==> config.mk <==
export PLATFORM = sky130hd
export DESIGN_NAME = instr_fetch_unit
export DESIGN_NICKNAME = d
export VERILOG_FILES = /design/src/rtl/fetch_pkg.sv /design/src/rtl/fetch_fifo.sv /design/src/rtl/instr_fetch_unit.sv
export SDC_FILE = /design/constraint.sdc
export NUM_CORES = 1
export LEC_CHECK = 0
export BUFFER_PORTS_ARGS = -buffer_cell sky130_fd_sc_hd__buf_2
export CAP_MARGIN = 30
export CORE_MARGIN = 4
export CORE_UTILIZATION = 59
export DETAILED_ROUTE_END_ITERATION = 6
export HOLD_SLACK_MARGIN = 0.15
export PLACE_DENSITY = 0.94
export SLEW_MARGIN = 30
export SYNTH_ARGS = -nofsm -noshare
export SYNTH_HDL_FRONTEND = slang
export SYNTH_HIERARCHICAL = 1
export SYNTH_SLANG_ARGS = --single-unit
==> constraint.sdc <==
create_clock -name clk -period 16.1 [get_ports clk]
set_clock_uncertainty 0.1 [all_clocks]
set_input_delay 3.22 -clock clk [delete_from_list [all_inputs] [get_ports clk]]
set_output_delay 3.22 -clock clk [all_outputs]
set_load 0.02 [all_outputs]
==> src/rtl/fetch_pkg.sv <==
// -----------------------------------------------------------------------------
// fetch_pkg
// Shared definitions for the instruction fetch unit and its prefetch buffer:
//   - default parameter values (address width, instruction width, buffer depth)
//   - position of the opcode field inside an instruction word
//   - the fetch FSM state encoding
//   - a pointer-width helper that stays legal for a single-entry buffer
// -----------------------------------------------------------------------------
package fetch_pkg;

    localparam int DEF_ADDR_W = 16;
    localparam int DEF_DATA_W = 32;
    localparam int DEF_DEPTH  = 2;

    // Opcode occupies the top six bits of the instruction word.
    localparam int OPC_MSB = DEF_DATA_W - 1;
    localparam int OPC_LSB = DEF_DATA_W - 6;

    typedef enum logic [1:0] {
        ST_IDLE  = 2'd0,
        ST_REQ   = 2'd1,
        ST_WAIT  = 2'd2,
        ST_DRAIN = 2'd3
    } fetch_state_t;

    // A one-entry buffer still needs a one-bit pointer to keep vectors legal.
    function automatic int ptr_width(input int depth);
        return (depth > 1) ? $clog2(depth) : 1;
    endfunction

endpackage

==> src/rtl/fetch_fifo.sv <==
// -----------------------------------------------------------------------------
// fetch_fifo
// Small prefetch buffer holding {instruction, pc} entries between instruction
// memory and the control unit. Head is presented combinationally so an entry
// is visible the cycle after it is pushed.
//
// Ports
//   clk        in   clock, rising edge
//   reset      in   asynchronous, active-low reset (buffer empty)
//   flush      in   discard every entry; wins over push and pop
//   push       in   write push_data at the tail
//   push_data  in   WIDTH-bit entry
//   pop        in   remove the head entry (ignored when empty)
//   head_data  out  current head entry (undefined when empty)
//   empty      out  no entries held
//   full       out  DEPTH entries held
//
// Push and pop in the same cycle are safe, including when the buffer is full
// (the pop frees the slot the push lands in).
// -----------------------------------------------------------------------------
module fetch_fifo
    import fetch_pkg::*;
#(
    parameter int DEPTH = DEF_DEPTH,
    parameter int WIDTH = DEF_DATA_W + DEF_ADDR_W
) (
    input  logic             clk,
    input  logic             reset,
    input  logic             flush,
    input  logic             push,
    input  logic [WIDTH-1:0] push_data,
    input  logic             pop,
    output logic [WIDTH-1:0] head_data,
    output logic             empty,
    output logic             full
);

    localparam int PTR_W = ptr_width(DEPTH);
    localparam int CNT_W = $clog2(DEPTH + 1);

    logic [WIDTH-1:0] mem_reg [DEPTH];
    logic [PTR_W-1:0] wr_ptr_reg;
    logic [PTR_W-1:0] rd_ptr_reg;
    logic [CNT_W-1:0] count_reg;
    logic             pop_ok;
    logic             push_ok;

    // Pointers wrap explicitly so non-power-of-two depths work too.
    function automatic logic [PTR_W-1:0] next_ptr(input logic [PTR_W-1:0] p);
        return (p == PTR_W'(DEPTH - 1)) ? '0 : p + PTR_W'(1);
    endfunction

    assign empty   = (count_reg == '0);
    assign full    = (count_reg == CNT_W'(DEPTH));
    assign pop_ok  = pop && !empty;
    assign push_ok = push && !flush && (!full || pop_ok);

    always_ff @(posedge clk or negedge reset) begin
        if (!reset) begin
            wr_ptr_reg <= '0;
            rd_ptr_reg <= '0;
            count_reg  <= '0;
        end else if (flush) begin
            wr_ptr_reg <= '0;
            rd_ptr_reg <= '0;
            count_reg  <= '0;
        end else begin
            if (push_ok) begin
                wr_ptr_reg <= next_ptr(wr_ptr_reg);
            end
            if (pop_ok) begin
                rd_ptr_reg <= next_ptr(rd_ptr_reg);
            end
            case ({push_ok, pop_ok})
                2'b10:   count_reg <= count_reg + CNT_W'(1);
                2'b01:   count_reg <= count_reg - CNT_W'(1);
                default: count_reg <= count_reg;
            endcase
        end
    end

    // Storage carries no reset; the empty flag qualifies every read.
    always_ff @(posedge clk) begin
        if (push_ok) begin
            mem_reg[wr_ptr_reg] <= push_data;
        end
    end

    assign head_data = mem_reg[rd_ptr_reg];

endmodule

==> src/rtl/instr_fetch_unit.sv <==
// -----------------------------------------------------------------------------
// instr_fetch_unit
// Fetches sequential instruction words from instruction memory into a small
// prefetch buffer and offers the buffer head to the control unit. A taken
// branch (pc_src) flushes the buffer and restarts fetching at branch_target.
//
// Ports
//   clk            in   clock, rising edge
//   reset          in   asynchronous, active-low reset
//   imem_req       out  read request to instruction memory
//   imem_addr      out  ADDR_W word address of the request
//   imem_gnt       in   memory accepts the request this cycle
//   imem_rvalid    in   read data valid (one per grant, in order)
//   imem_rdata     in   DATA_W read data
//   issue_valid    out  buffer head holds an instruction
//   issue_ready    in   control unit consumes the head
//   instr          out  DATA_W head instruction (0 when empty)
//   opcode         out  6-bit opcode field of the head (0 when empty)
//   instr_pc       out  ADDR_W address of the head (0 when empty)
//   pc_src         in   branch taken: flush and redirect
//   branch_target  in   ADDR_W redirect address, sampled when pc_src=1
//
// Only one memory request is ever outstanding: REQ issues it, WAIT collects the
// response, DRAIN swallows a response whose request a redirect made stale.
// -----------------------------------------------------------------------------
module instr_fetch_unit
    import fetch_pkg::*;
#(
    parameter int ADDR_W = DEF_ADDR_W,
    parameter int DATA_W = DEF_DATA_W,
    parameter int DEPTH  = DEF_DEPTH
) (
    input  logic              clk,
    input  logic              reset,
    output logic              imem_req,
    output logic [ADDR_W-1:0] imem_addr,
    input  logic              imem_gnt,
    input  logic              imem_rvalid,
    input  logic [DATA_W-1:0] imem_rdata,
    output logic              issue_valid,
    input  logic              issue_ready,
    output logic [DATA_W-1:0] instr,
    output logic [5:0]        opcode,
    output logic [ADDR_W-1:0] instr_pc,
    input  logic              pc_src,
    input  logic [ADDR_W-1:0] branch_target
);

    localparam int OPC_BITS = OPC_MSB - OPC_LSB + 1;
    localparam int ENTRY_W  = DATA_W + ADDR_W;

    fetch_state_t      state_reg;
    logic [ADDR_W-1:0] fetch_pc_reg;
    logic [ADDR_W-1:0] inflight_pc_reg;   // address of the granted request

    logic               buf_empty;
    logic               buf_full;
    logic               buf_push;
    logic               buf_pop;
    logic               can_req;
    logic               grant;
    logic [ENTRY_W-1:0] head_entry;
    logic [DATA_W-1:0]  head_instr;
    logic [ADDR_W-1:0]  head_pc;

    // ------------------------------------------------------------------------
    // Request / buffer control
    // ------------------------------------------------------------------------
    assign buf_pop = !buf_empty && issue_ready;

    // A pop this cycle frees a slot, so a full buffer may still request in the
    // pop cycle. That is why imem_req is decoded from state rather than kept in
    // a flop. Once raised it cannot fall before the grant: REQ never pushes, so
    // the buffer only drains while waiting for imem_gnt.
    assign can_req  = !buf_full || buf_pop;
    assign imem_req = (state_reg == ST_REQ) && can_req;
    assign grant    = imem_req && imem_gnt;

    // A response coinciding with a redirect belongs to the old stream.
    assign buf_push = (state_reg == ST_WAIT) && imem_rvalid && !pc_src;

    assign imem_addr = fetch_pc_reg;

    // ------------------------------------------------------------------------
    // Fetch FSM and program counter
    // ------------------------------------------------------------------------
    always_ff @(posedge clk or negedge reset) begin
        if (!reset) begin
            state_reg       <= ST_IDLE;
            fetch_pc_reg    <= '0;
            inflight_pc_reg <= '0;
        end else begin
            case (state_reg)
                ST_IDLE: begin
                    state_reg <= ST_REQ;
                end
                ST_REQ: begin
                    // A redirect without a grant simply retargets the request.
                    if (grant) begin
                        inflight_pc_reg <= fetch_pc_reg;
                        state_reg       <= pc_src ? ST_DRAIN : ST_WAIT;
                    end
                end
                ST_WAIT: begin
                    // The response is either pushed or, under a redirect,
                    // discarded; in both cases the request is complete.
                    if (imem_rvalid) begin
                        state_reg <= ST_REQ;
                    end else if (pc_src) begin
                        state_reg <= ST_DRAIN;
                    end
                end
                ST_DRAIN: begin
                    if (imem_rvalid) begin
                        state_reg <= ST_REQ;
                    end
                end
                default: begin
                    state_reg <= ST_IDLE;
                end
            endcase

            // Redirect wins over the post-grant increment; the increment wraps
            // naturally at the address width.
            if (pc_src) begin
                fetch_pc_reg <= branch_target;
            end else if (grant) begin
                fetch_pc_reg <= fetch_pc_reg + ADDR_W'(1);
            end
        end
    end

    // ------------------------------------------------------------------------
    // Prefetch buffer
    // ------------------------------------------------------------------------
    fetch_fifo #(
        .DEPTH (DEPTH),
        .WIDTH (ENTRY_W)
    ) u_fifo (
        .clk       (clk),
        .reset     (reset),
        .flush     (pc_src),
        .push      (buf_push),
        .push_data ({imem_rdata, inflight_pc_reg}),
        .pop       (buf_pop),
        .head_data (head_entry),
        .empty     (buf_empty),
        .full      (buf_full)
    );

    assign {head_instr, head_pc} = head_entry;

    // Outputs read zero while the buffer is empty, so unwritten storage never
    // reaches the control unit.
    assign issue_valid = !buf_empty;
    assign instr       = buf_empty ? '0 : head_instr;
    assign instr_pc    = buf_empty ? '0 : head_pc;
    assign opcode      = buf_empty ? '0 : head_instr[DATA_W-1 -: OPC_BITS];

endmodule

**After elaboration in Yosys (flattened, before gate mapping)**

Memory sizes are Yosys's and may differ from the RTL's.
Index checks and enable logic that the tools add are counted.

- Reduce and logical (&&, ||, !) cells: 21
- Muxes and demuxes: 21
- $add $sub $neg: 5
- Equal/unequal tests: 9

Operator list:

| operator | count |
|---|---|
| $mux W16 | 3 |
| $mux W32 | 1 |
| $add A16 B1 Y16 const B | 1 |
| $mux W2 | 5 |
| $mux W1 | 9 |
| $eq A2 B2 Y1 const B | 4 |
| $logic_and A1 B1 Y1 | 8 |
| $pmux W2 S4 | 1 |
| $mux W6 | 1 |
| $reduce_bool A2 Y1 | 3 |
| $eq A2 B1 Y1 const B | 2 |
| $logic_not A2 Y1 | 2 |
| $ne A2 B2 Y1 const B | 2 |
| $pmux W2 S2 | 1 |
| $logic_not A1 Y1 | 3 |
| $ne A3 B3 Y1 const B | 1 |
| $reduce_and A3 Y1 | 1 |
| $reduce_bool A3 Y1 | 1 |
| $add A1 B1 Y1 const B | 2 |
| $add A2 B1 Y2 const B | 1 |
| $logic_or A1 B1 Y1 | 2 |
| $reduce_and A2 Y1 | 1 |
| $sub A2 B1 Y2 const B | 1 |

- Word-level logic and storage cells: 63
- Register bits after elaboration: 38
- Memories: 1
- RAM bits: 96

Memory list:

| name | words | bits a word | rd ports | clocked after Yosys merged registers in | wr ports | RTL line | RTL |
|---|---|---|---|---|---|---|---|
| u_fifo.mem_reg | 2 | 48 | 1 | 0 | 1 | fetch_fifo.sv:41 | `logic [WIDTH-1:0] mem_reg [DEPTH];` |

**Logic depth before layout (Yosys ltp)**

Gate-level depths: netlist (run 1).

- Word-level depth: 9
- Gate-level depth with buffers: 8
- Mapped depth without buffers: 6

**Hierarchy**

Netlist (run 1), hierarchy kept.

By module, submodules not included:

| module | times used | area each (um2) | cells each |
|---|---|---|---|
| fetch_fifo | 1 | 3708.6 | 174 |
| instr_fetch_unit | 1 | 2142.1 | 226 |

**Worst setup path after synthesis (run 1)**

OpenSTA, ideal clock, no wires.

- Path type: input port to flip-flop
- From: in pc_src
- To: mem u_fifo/mem_reg[1][0] (netlist bit) (enable)
- Buffers on the path: 1
- Data arrival time: 8.944 ns
- Path slack: 6.466 ns
- Data required time: 15.410 ns
- Stages on the path: 5
- Path through: inv_1 -> clkbuf_1 -> and3_1 -> inv_2 -> nor4b_1

- Cells in the longest elaborated chain, start to end: 6

RTL lines:

| what | RTL line | RTL |
|---|---|---|
| start: declaration | instr_fetch_unit.sv:45 | `input logic pc_src,` |
| $logic_not A1 Y1 | instr_fetch_unit.sv:80 | `assign buf_push = (state_reg == ST_WAIT) && imem_rvalid && !pc_src;` |
| $logic_and A1 B1 Y1 | instr_fetch_unit.sv:80 |  |
| net buf_push | instr_fetch_unit.sv:58 | `logic buf_push;` |
| $logic_and A1 B1 Y1 (2 in series) | fetch_fifo.sv:56 | `assign push_ok = push && !flush && (!full \|\| pop_ok);` |
| $mux W1 | fetch_fifo.sv:84 | `if (push_ok) begin` |
| $mux W1 (implied by the code) | fetch_fifo.sv:85 | `mem_reg[wr_ptr_reg] <= push_data;` |
| end: declaration | fetch_fifo.sv:41 |  |

The timed path passes the listed nets, and every way through them passes these cells.

**Final worst setup path (run 1)**

- From: in issue_ready
- To: out imem_req

- Cells in the longest elaborated chain, start to end: 3

RTL lines:

| what | RTL line | RTL |
|---|---|---|
| start: declaration | instr_fetch_unit.sv:41 | `input logic issue_ready,` |
| $logic_and A1 B1 Y1 | instr_fetch_unit.sv:69 | `assign buf_pop = !buf_empty && issue_ready;` |
| $logic_or A1 B1 Y1 | instr_fetch_unit.sv:75 | `assign can_req = !buf_full \|\| buf_pop;` |
| $logic_and A1 B1 Y1 | instr_fetch_unit.sv:76 | `assign imem_req = (state_reg == ST_REQ) && can_req;` |
| end: declaration | instr_fetch_unit.sv:35 | `output logic imem_req,` |

No other way between the ends.

==> qor.txt, run 1 <==
Status: complete, no violations
Vias in the first global route: 3645
Max cap viols: 0
Synth warnings: 6
Fin crit period: 7.17 ns
CP required: 12.78 ns
Gate Count Post-Synth: 400
Synth Net Count: 458
Routed met1 length: 4.87 mm
Placer Congestion: 0.826
Arrival time at the worst endpoint: 3.85 ns
Starting Density: 0.601
Synth area leaders: edfxtp_1, dfrtp_1, mux2_2
Max-slew violation count: 0
Post-Route WL: 11.3 mm
Cell variety after synth: 43
Max H-tree Level: 4
CTS Hold Buffers Added: 0
CTS sink cnt: 134
DRC errors left: 0
Initial antenna violation count: 0
CP Buf/Inv Count: 2
Fraction of layout cells with a size suffix above 1: 0.432
Max Used Layer: met4
Aggregate negative setup slack: 0 ns
Fillers: 652
Die Y-Extent: 108 um
Post-synth top cells: edfxtp_1, mux2_2, nor2b_1
Total core area: 0.00973 mm^2
Io pins: 126
I/O Buffers: 125
Cell family with most CP delay: buffers and inverters
Hold Fails Final Rpt: 0
Number of routed nets with antenna violations: 0
Vias per cell: 5.38
CTS Root Cell: clkbuf_8
P per Cell Area: 127 mW/mm^2
Synth area leader: edfxtp_1
Met3 Wirelength: 710 um
FMAX: 139 MHz
Leak: 0.00287 uW
Worst slack, placed: 8.94 ns
Worst-Skew Late Latency: 0.51 ns
Register area: 0.00384 mm^2
Post-Syn Area: 0.00585 mm^2
Die X: 108 um
Top-count cell post-synth: edfxtp_1
Area Growth Syn to Fin: 21.2%
Detail-routed net length per standard cell: 16.8 um
HP Class: reg2reg
Finished Cell Area: 0.00709 mm^2
Hold path startpoint: inflight_pc_reg[12]
FP Rows: 36
Period utilisation layout: 0.445
RSZ-0062 raised after global routing: false
Post-CTS setup buffer count: 0
Nets: 582
Critical path startpoint category: input port
Critical path launch point: issue_ready
Worst slew pin tran: 0.830 ns
Wire length on met2: 5.56 mm
Register bit total from synthesis: 134
Max clock buf depth: 2
Setup crit end kind: output pin
Dominant synthesized flop cell: edfxtp_1
Most frequent cell on the critical path: buf_2
Maximum vdd drop: 65.6 uV
Final setup fails: 0
Iter 0 DRT Violations: 227
Reg-to-Reg Start: u_fifo/count_reg[0]
Synth top area share: 0.493
Clk slew on worst S/H paths: 0.06 ns
Type of the worst setup path: in2out
Placed cell area: 0.00657 mm^2
Largest net degree at the start of global routing: 50
Routed via count: 3606
Slowest CP cell: a21boi_0
CTS tree: built
Number of flops mapped to enable cells by yosys: 96
Multi-input logic area: 0.00185 mm^2
Syn Area/Cell: 14.6 um^2
Gr usage total: 0.204
Fin worst setup slack: 8.93 ns
First-pass GRT wire length: 18.0 mm
DRT Pass-1 Iters: 4
Antenna cells: 0
CP Max Fanout: 14
Grt total ovfl: 0
CP cell instances: buf_2 -> nand2b_4 -> a21boi_0 -> buf_2
Slew margin rel.: 0.446
Max reg flops: 96
Post-DP HPWL: 7.33 mm
PostCTS Resize Cnt: 0
Register area share after synthesis: 0.655
Post-layout util: 0.729
Slowest stage delay, CP: 0.20 ns
Asr flop ratio synth: 0.284
Die ar.: 0.0116 mm^2
TritonCTS Buffers: 17
-- power breakdown --
part / leakage, uW / internal, uW / switching [uW]
Sequential: 0.00132 / 414 / 27.6
Clock: 0.000253 / 199 / 135
Combinational: 0.00129 / 56.0 / 69.3
Total: 0.00287 / 669 / 232
-- worst paths after layout --
path                                         end  slack, ns  cells after the start
max                                     imem_req       8.93                      4
min                        u_fifo/mem_reg[0][12]       0.37                      0
max reg2reg                u_fifo/mem_reg[1][36]      13.23                      6
min reg2reg                u_fifo/mem_reg[0][12]       0.37                      0
max in group asynchronous      u_fifo/rd_ptr_reg      12.58                      1
min in group asynchronous          imem_addr[14]       2.71                      1
-- stage by stage --
| stage | power (uW) | hold slack [ns] | instances |
|---|---|---|---|
| after global routing | 942 | 0.387 | 670 |
| after global placement | 559 | 0.347 | 637 |
| after detailed placement | 574 | 0.355 | 638 |
| final | 901 | 0.372 | 670 |
| after floorplan | 527 | 0.337 | 400 |
| after CTS | 909 | 0.368 | 670 |
-- kinds of logic after synthesis --
kind of cell / share of synthesized area
XOR/XNOR: 0.0150
flip-flops: 0.655
adder cells (fa/ha/maj): 0.00855
AO/OA/AOI/OAI: 0.0644
AND/OR/NAND/NOR: 0.0999
multiplexers: 0.124
buffers and inverters: 0.0325
-- metal layers --
metal  GRT usage  vias to the layer above
met2       0.323                      131
met1       0.275                     1759
met4      0.0694                        0
met3      0.0540                        9
li1            -                     1707
met5           0                        -
-- cell type report --
type,instances,area share
Multi-Input combinational cell,229,0.261
Inverter,14,0.00741
Timing Repair Buffer,128,0.0942
Tap cell,133,0.0235
Clock inverter,9,0.00741
Sequential cell,134,0.541
Clock buffer,23,0.0658
-- worst register-to-register path, cell delays in order (launching register included) --
cell and delay (ns):
dfrtp_1 0.48, nor2_4 0.59, nand2b_4 0.37, inv_1 0.17, nor3b_2 0.37, nor4b_2 0.09
buf_4 0.36
-- placed cells by master (no fill, tap or decap), drive strengths merged, types with 8 or more instances in the layout --
cell,instances
buf,128
mux2,62
inv,14
clkbuf,23
nand2,17
edfxtp,96
o21ai,15
xnor2,9
nor2,10
dfrtp,38
nor2b,49
nand3,8
Note: power is estimated with default switching activity, not from simulation.
==> inputs of run 2 (changes only) <==
--- a/config.mk
+++ b/config.mk
@@ -8,10 +8,10 @@
 export BUFFER_PORTS_ARGS = -buffer_cell sky130_fd_sc_hd__buf_2
 export CAP_MARGIN = 30
 export CORE_MARGIN = 4
-export CORE_UTILIZATION = 59
+export CORE_UTILIZATION = 54
 export DETAILED_ROUTE_END_ITERATION = 6
 export HOLD_SLACK_MARGIN = 0.15
-export PLACE_DENSITY = 0.94
+export PLACE_DENSITY = 0.87
 export SLEW_MARGIN = 30
 export SYNTH_ARGS = -nofsm -noshare
 export SYNTH_HDL_FRONTEND = slang
==> constraint.sdc (replaced) <==
create_clock -name clk -period 7.3 [get_ports clk]
set_clock_uncertainty 0.1 [all_clocks]
set_input_delay 1.46 -clock clk [delete_from_list [all_inputs] [get_ports clk]]
set_output_delay 1.46 -clock clk [all_outputs]
set_load 0.02 [all_outputs]
==> run 2 against run 1 <==
Net effect: register-to-register slack lost 8.4 ns; combinational power grew 120%; sequential power grew 120%; design area grew 1.1%; hold slack lost 0.0012 ns; setup slack lost 5.3 ns; first-iteration DRC count shrank 4.4%; wire length grew 1.8%; sequential share of layout area shrank 0.57 points; non-clock buffer count grew 1; cell count grew 0.60%; largest cell class unchanged.
==> qor.txt, run 2 (synthesis results as in run 1) <==
Status: complete, no violations
Max reg flops: 96 (unchanged)
Met2 Use GR: 0.317 (-0.00578)
I/O Buffers: 125 (unchanged)
Critical path startpoint category: flop
Fin cells: 674 (+0.60%)
Cell family with most CP delay: flip-flops
Post-DP HPWL: 7.52 mm (+2.6%)
Worst-Skew Late Latency: 0.51 ns (about the same)
CTS Hold Buffers Added: 0 (unchanged)
Max-slew violation count: 0 (unchanged)
CP Buf/Inv Count: 1 (-1)
Placed Cells: 642 (+0.63%)
Number of routed nets with antenna violations: 0 (unchanged)
Hold_ws: 0.371 ns (-0.00125 ns)
Die ar.: 0.0126 mm^2 (+8.6%)
CP required: 5.74 ns (-7.04 ns)
Final setup fails: 0 (unchanged)
Total core area: 0.0104 mm^2 (+7.1%)
Setup crit end kind: output pin
Reg-to-Reg Start: u_fifo/count_reg[0]
Die Y-Extent: 112 um (+4.2%)
Post-CTS setup buffer count: 0 (unchanged)
Slowest CP cell: dfrtp_4
CTS Root Cell: clkbuf_8
Die X: 112 um (+4.2%)
Fraction of layout cells with a size suffix above 1: 0.435 (+0.00291)
Max cap viols: 0 (unchanged)
Worst slew pin tran: 0.840 ns (+0.00930 ns)
DRC errors left: 0 (unchanged)
Post-Route WL: 11.5 mm (+1.8%)
Maximum vdd drop: 201 uV (+210%)
CP Max Fanout: 49 (+35)
Routed via count: 3620 (+0.39%)
FP Rows: 37 (+2.8%)
Met1 Resource Use GR: 0.233 (-0.0414)
Period utilisation layout: 0.499
Fin worst setup slack: 3.65 ns (-5.28 ns)
Starting Density: 0.562 (-0.0397)
Gr usage total: 0.185 (-0.0182)
Clk slew on worst S/H paths: 0.06 ns (about the same)
Io pins: 126 (unchanged)
Highest-count cells in the layout ignoring fill and taps: buf_2, edfxtp_1, mux2_2
M3 GR Usage: 0.0485 (-0.00547)
CTS sink cnt: 134 (unchanged)
Largest net degree at the start of global routing: 50 (unchanged)
Critical path launch point: u_fifo/rd_ptr_reg
Initial antenna violation count: 0 (unchanged)
Nets: 583 (+0.17%)
DRT Pass-1 Iters: 4 (unchanged)
Area Growth Syn to Fin: 22.5%
Aggregate negative setup slack: 0 ns (unchanged)
Slowest stage delay, CP: 0.85 ns (+0.65 ns)
Worst slack, placed: 3.43 ns (-5.52 ns)
Max clock buf depth: 2 (unchanged)
HP Class: reg2reg
CP cell instances: mux2_2 -> nor2b_1 -> buf_2
Placer Congestion: 0.851 (+3.1%)
Post-layout util: 0.688 (-0.0409)
First-pass GRT wire length: 18.3 mm (+1.5%)
P per Cell Area: 284 mW/mm^2 (+120%)
Slew margin rel.: 0.440 (-0.00620)
Hold Fails Final Rpt: 0 (unchanged)
Grt peak-use layer: met2
Fin crit period: 3.65 ns
Iter 0 DRT Violations: 217 (-4.4%)
Leak: 0.00289 uW (+0.85%)
RSZ-0062 raised after global routing: false
Commonest non-fill, non-tap cell in the layout: buf_2
Vias in the first global route: 3699 (+1.5%)
Grt total ovfl: 0 (unchanged)
FMAX: 274 MHz
Antenna cells: 0 (unchanged)
Max H-tree Level: 4 (unchanged)
TritonCTS Buffers: 17 (unchanged)
Detail-routed net length per standard cell: 17.0 um (+1.2%)
Type of the worst setup path: reg2out
Arrival time at the worst endpoint: 2.09 ns (-1.76 ns)
PostCTS Resize Cnt: 0 (unchanged)
Vias per cell: 5.37 (-0.21%)
Hold path startpoint: inflight_pc_reg[11]
CTS tree: built
[run 2: changes by cell type in the layout (fill, tap and decap cells not counted), sizes merged]
| cell | before | now |
|---|---|---|
| clkinvlp | 3 | 4 |
| clkinv | 6 | 8 |
| clkbuf | 23 | 18 |
| buf | 128 | 129 |
| bufinv | 0 | 2 |
[run 2: routing by layer]
layer,up-vias,wire (um),part of all wire
met1,1752,4800,0.42
met3,9,714,0.062
met2,138,5850,0.51
li1,1721,-,-
met4,0,95,0.0083
met5,-,0,0
[run 2: area by class of cell]
| cell class | instances | area [um^2] |
|---|---|---|
| inverter | 14 | 52.6 |
| clock buffer | 18 | 418 |
| sequential | 134 | 3840 |
| multi-input combinational | 229 | 1860 |
| tap | 136 | 170 |
| clock inverter | 14 | 136 |
| timing repair buffer | 129 | 696 |
| fill | 708 | 3250 |
[run 2: final timing paths]
kind                                         endpoint  depth (start not counted)  slack, ns
worst min-delay path            u_fifo/mem_reg[0][11]                          0       0.37
max in group asynchronous           u_fifo/rd_ptr_reg                          1       5.52
min in group asynchronous               imem_addr[14]                          1       0.95
worst max-delay path                         instr[4]                          3       3.65
worst min register to register  u_fifo/mem_reg[0][11]                          0       0.37
worst max register to register           state_reg[1]                          4       4.80
[run 2: through the flow]
stage | cell area, um^2 | power (uW)
detailed placement | 6610 | 1270
floorplan | 5860 | 1160
global route | 7170 | 2130
global placement | 6560 | 1240
CTS | 7170 | 2050
finish | 7170 | 2030
[run 2: report_power, final]
group | total [uW] | switching [uW] | internal [uW]
Combinational | 278 | 152 | 126
Sequential | 975 | 61.9 | 913
Clock | 782 | 301 | 481
==> inputs of run 3 (changes only) <==
==> constraint.sdc (replaced) <==
create_clock -name clk -period 3.82 [get_ports clk]
set_clock_uncertainty 0.1 [all_clocks]
set_input_delay 0.764 -clock clk [delete_from_list [all_inputs] [get_ports clk]]
set_output_delay 0.764 -clock clk [all_outputs]
set_load 0.02 [all_outputs]
==> run 3 against run 2 <==
Net effect: critical path depth rose by 1; non-clock buffer count rose by 1; via count rose by 0.33%; critical endpoint is now instr[22]; highest routed layer unchanged.
==> qor.txt, run 3 (synthesis results as in run 1) <==
Net Sw Frac: 0.244 (-0.00955)
Max cap viols: 0 (unchanged)
Arrival time at the worst endpoint: 2.15 ns (+0.06 ns)
Vias per cell: 5.38 (+0.18%)
Die X: 112 um (unchanged)
Aggregate negative setup slack: 0 ns (unchanged)
Fraction of layout cells with a size suffix above 1: 0.438 (+0.00290)
Clock power share: 0.419 (+0.035)
Worst-Skew Late Latency: 0.50 ns (about the same)
Highest-count cells in the layout ignoring fill and taps: buf_2, edfxtp_1, mux2_2
Gr usage total: 0.180 (-0.00500)
CTS sink cnt: 134 (unchanged)
Clk slew on worst S/H paths: 0.06 ns (about the same)
Internal: 3110 uW (+100%)
Reg-to-Reg Start: u_fifo/count_reg[0]
Period utilisation layout: 0.788
DRC errors left: 0 (unchanged)
Routed via count: 3632 (+0.33%)
Final setup fails: 0 (unchanged)
Type of the worst setup path: reg2out
Fillers: 693 (-2.1%)
Setup crit end kind: output pin
R2r worst-path depth: 5 (+1)
Starting Density: 0.562 (unchanged)
Vias in the first global route: 3715 (+0.43%)
Nets: 584 (+0.17%)
Comb pwr share: 0.127 (-0.010)
Slew margin rel.: 0.459 (+0.0192)
Post-CTS setup buffer count: 0 (unchanged)
Hold Fails Final Rpt: 0 (unchanged)
Max-slew violation count: 0 (unchanged)
CP required: 2.96 ns (-2.78 ns)
Status: complete, no violations
CP Max Fanout: 31 (-37%)
TritonCTS Buffers: 17 (unchanged)
Worst slew pin tran: 0.811 ns (-0.0287 ns)
CTS tree: built
RSZ-0062 raised after global routing: false
Maximum vdd drop: 370 uV (+84%)
Max H-tree Level: 4 (unchanged)
HP Class: in2async
FMAX: 332 MHz
PostCTS Resize Cnt: 0 (unchanged)
Post-Route WL: 11.1 mm (-3.0%)
Critical path startpoint category: flop
Area Growth Syn to Fin: 24.0%
Die Y-Extent: 112 um (unchanged)
Leak: 0.00293 uW (+1.2%)
Grt total ovfl: 0 (unchanged)
Placer Congestion: 0.829 (-2.6%)
Reg-to-reg setup timing slack: 1.21 ns (-3.59 ns)
Post-layout util: 0.697 (+0.00841)
CTS Hold Buffers Added: 0 (unchanged)
Initial antenna violation count: 0 (unchanged)
CTS Root Cell: clkbuf_8
Fin crit period: 3.01 ns
Detail-routed net length per standard cell: 16.5 um (-3.1%)
Total core area: 0.0104 mm^2 (unchanged)
Iter 0 DRT Violations: 159 (-27%)
P per Cell Area: 566 mW/mm^2 (+100%)
First-pass GRT wire length: 18.3 mm (unchanged)
Die ar.: 0.0126 mm^2 (unchanged)
I/O Buffers: 125 (unchanged)
Max clock buf depth: 2 (unchanged)
Max reg flops: 96 (unchanged)
Commonest non-fill, non-tap cell in the layout: buf_2
Io pins: 126 (unchanged)
Antenna cells: 0 (unchanged)
Flop pwr share: 0.454 (-0.025)
FP Rows: 37 (unchanged)
Worst r2r dst: state_reg[1]
DRT Pass-1 Iters: 4 (unchanged)
P_sw: 1000 uW (+94%)
Post-DP HPWL: 7.50 mm (-0.25%)
Number of routed nets with antenna violations: 0 (unchanged)
Largest net degree at the start of global routing: 49 (-2.0%)
==> run 3: cell types whose count changed in the layout (fill, tap and decap cells not counted), sizes merged <==
cell      previous run  this run
buf                129       130
clkinv               8         4
inv                 14        17
clkinvlp             4         3
clkbuf              18        17
bufinv               2         5
==> run 3: final cells by class <==
class / instances / area (um^2) / share of cell area
Sequential cell: 134 / 3830 / 0.529
Multi-Input combinational cell: 229 / 1860 / 0.256
Timing Repair Buffer: 130 / 701 / 0.0966
Clock buffer: 17 / 414 / 0.0571
Clock inverter: 15 / 225 / 0.0310
Tap cell: 136 / 170 / 0.0235
Inverter: 14 / 52.6 / 0.00724
==> run 3: how the worst max path moves through the flow <==
stage	start	endpoint	slack, ns	cells after the start
after floorplan	pc_src	u_fifo/mem_reg[0][0]	0.12	5
final	u_fifo/count_reg[0]	instr[22]	0.81	4
after CTS	u_fifo/count_reg[0]	instr[22]	0.77	4
after global placement	pc_src	u_fifo/mem_reg[0][29]	1.19	6
after detailed placement	pc_src	u_fifo/mem_reg[0][44]	1.12	6
after global routing	u_fifo/count_reg[0]	instr[28]	0.63	4
==> run 3: per-stage QoR <==
step	power [uW]	setup slack, ns	area (um^2)	std cells	hold slack [ns]
4_1_cts	4150	0.766	7260	675	0.275
6_report	4110	0.809	7260	675	0.256
2_1_floorplan	2220	0.124	5870	400	0.337
5_1_grt	4290	0.632	7260	675	0.312
3_3_place_gp	2370	1.19	6620	643	0.348
3_5_place_dp	2420	1.12	6620	643	0.364
==> run 3: metal layers <==
| layer | GRT usage | share of wire |
|---|---|---|
| met5 | 0 | 0 |
| met4 | 0.0409 | 0.0022 |
| met3 | 0.0447 | 0.055 |
| met2 | 0.311 | 0.51 |
| met1 | 0.233 | 0.43 |
==> run 3: power by group through the flow <==
| stage | logic [uW] | registers, uW | clock network [uW] |
|---|---|---|---|
| 6_report | 520 | 1870 | 1720 |
| 5_1_grt | 571 | 1880 | 1830 |
| 4_1_cts | 528 | 1860 | 1760 |
| 3_5_place_dp | 524 | 1890 | 0 |
| 3_3_place_gp | 496 | 1870 | 0 |
| 2_1_floorplan | 353 | 1870 | 0 |
==> run 3: critical path: stages (launching register included) <==
cell and delay, ns:
dfrtp_1 0.48, nor2_4 0.46, buf_4 0.40, nor2b_1 0.12, buf_2 0.18
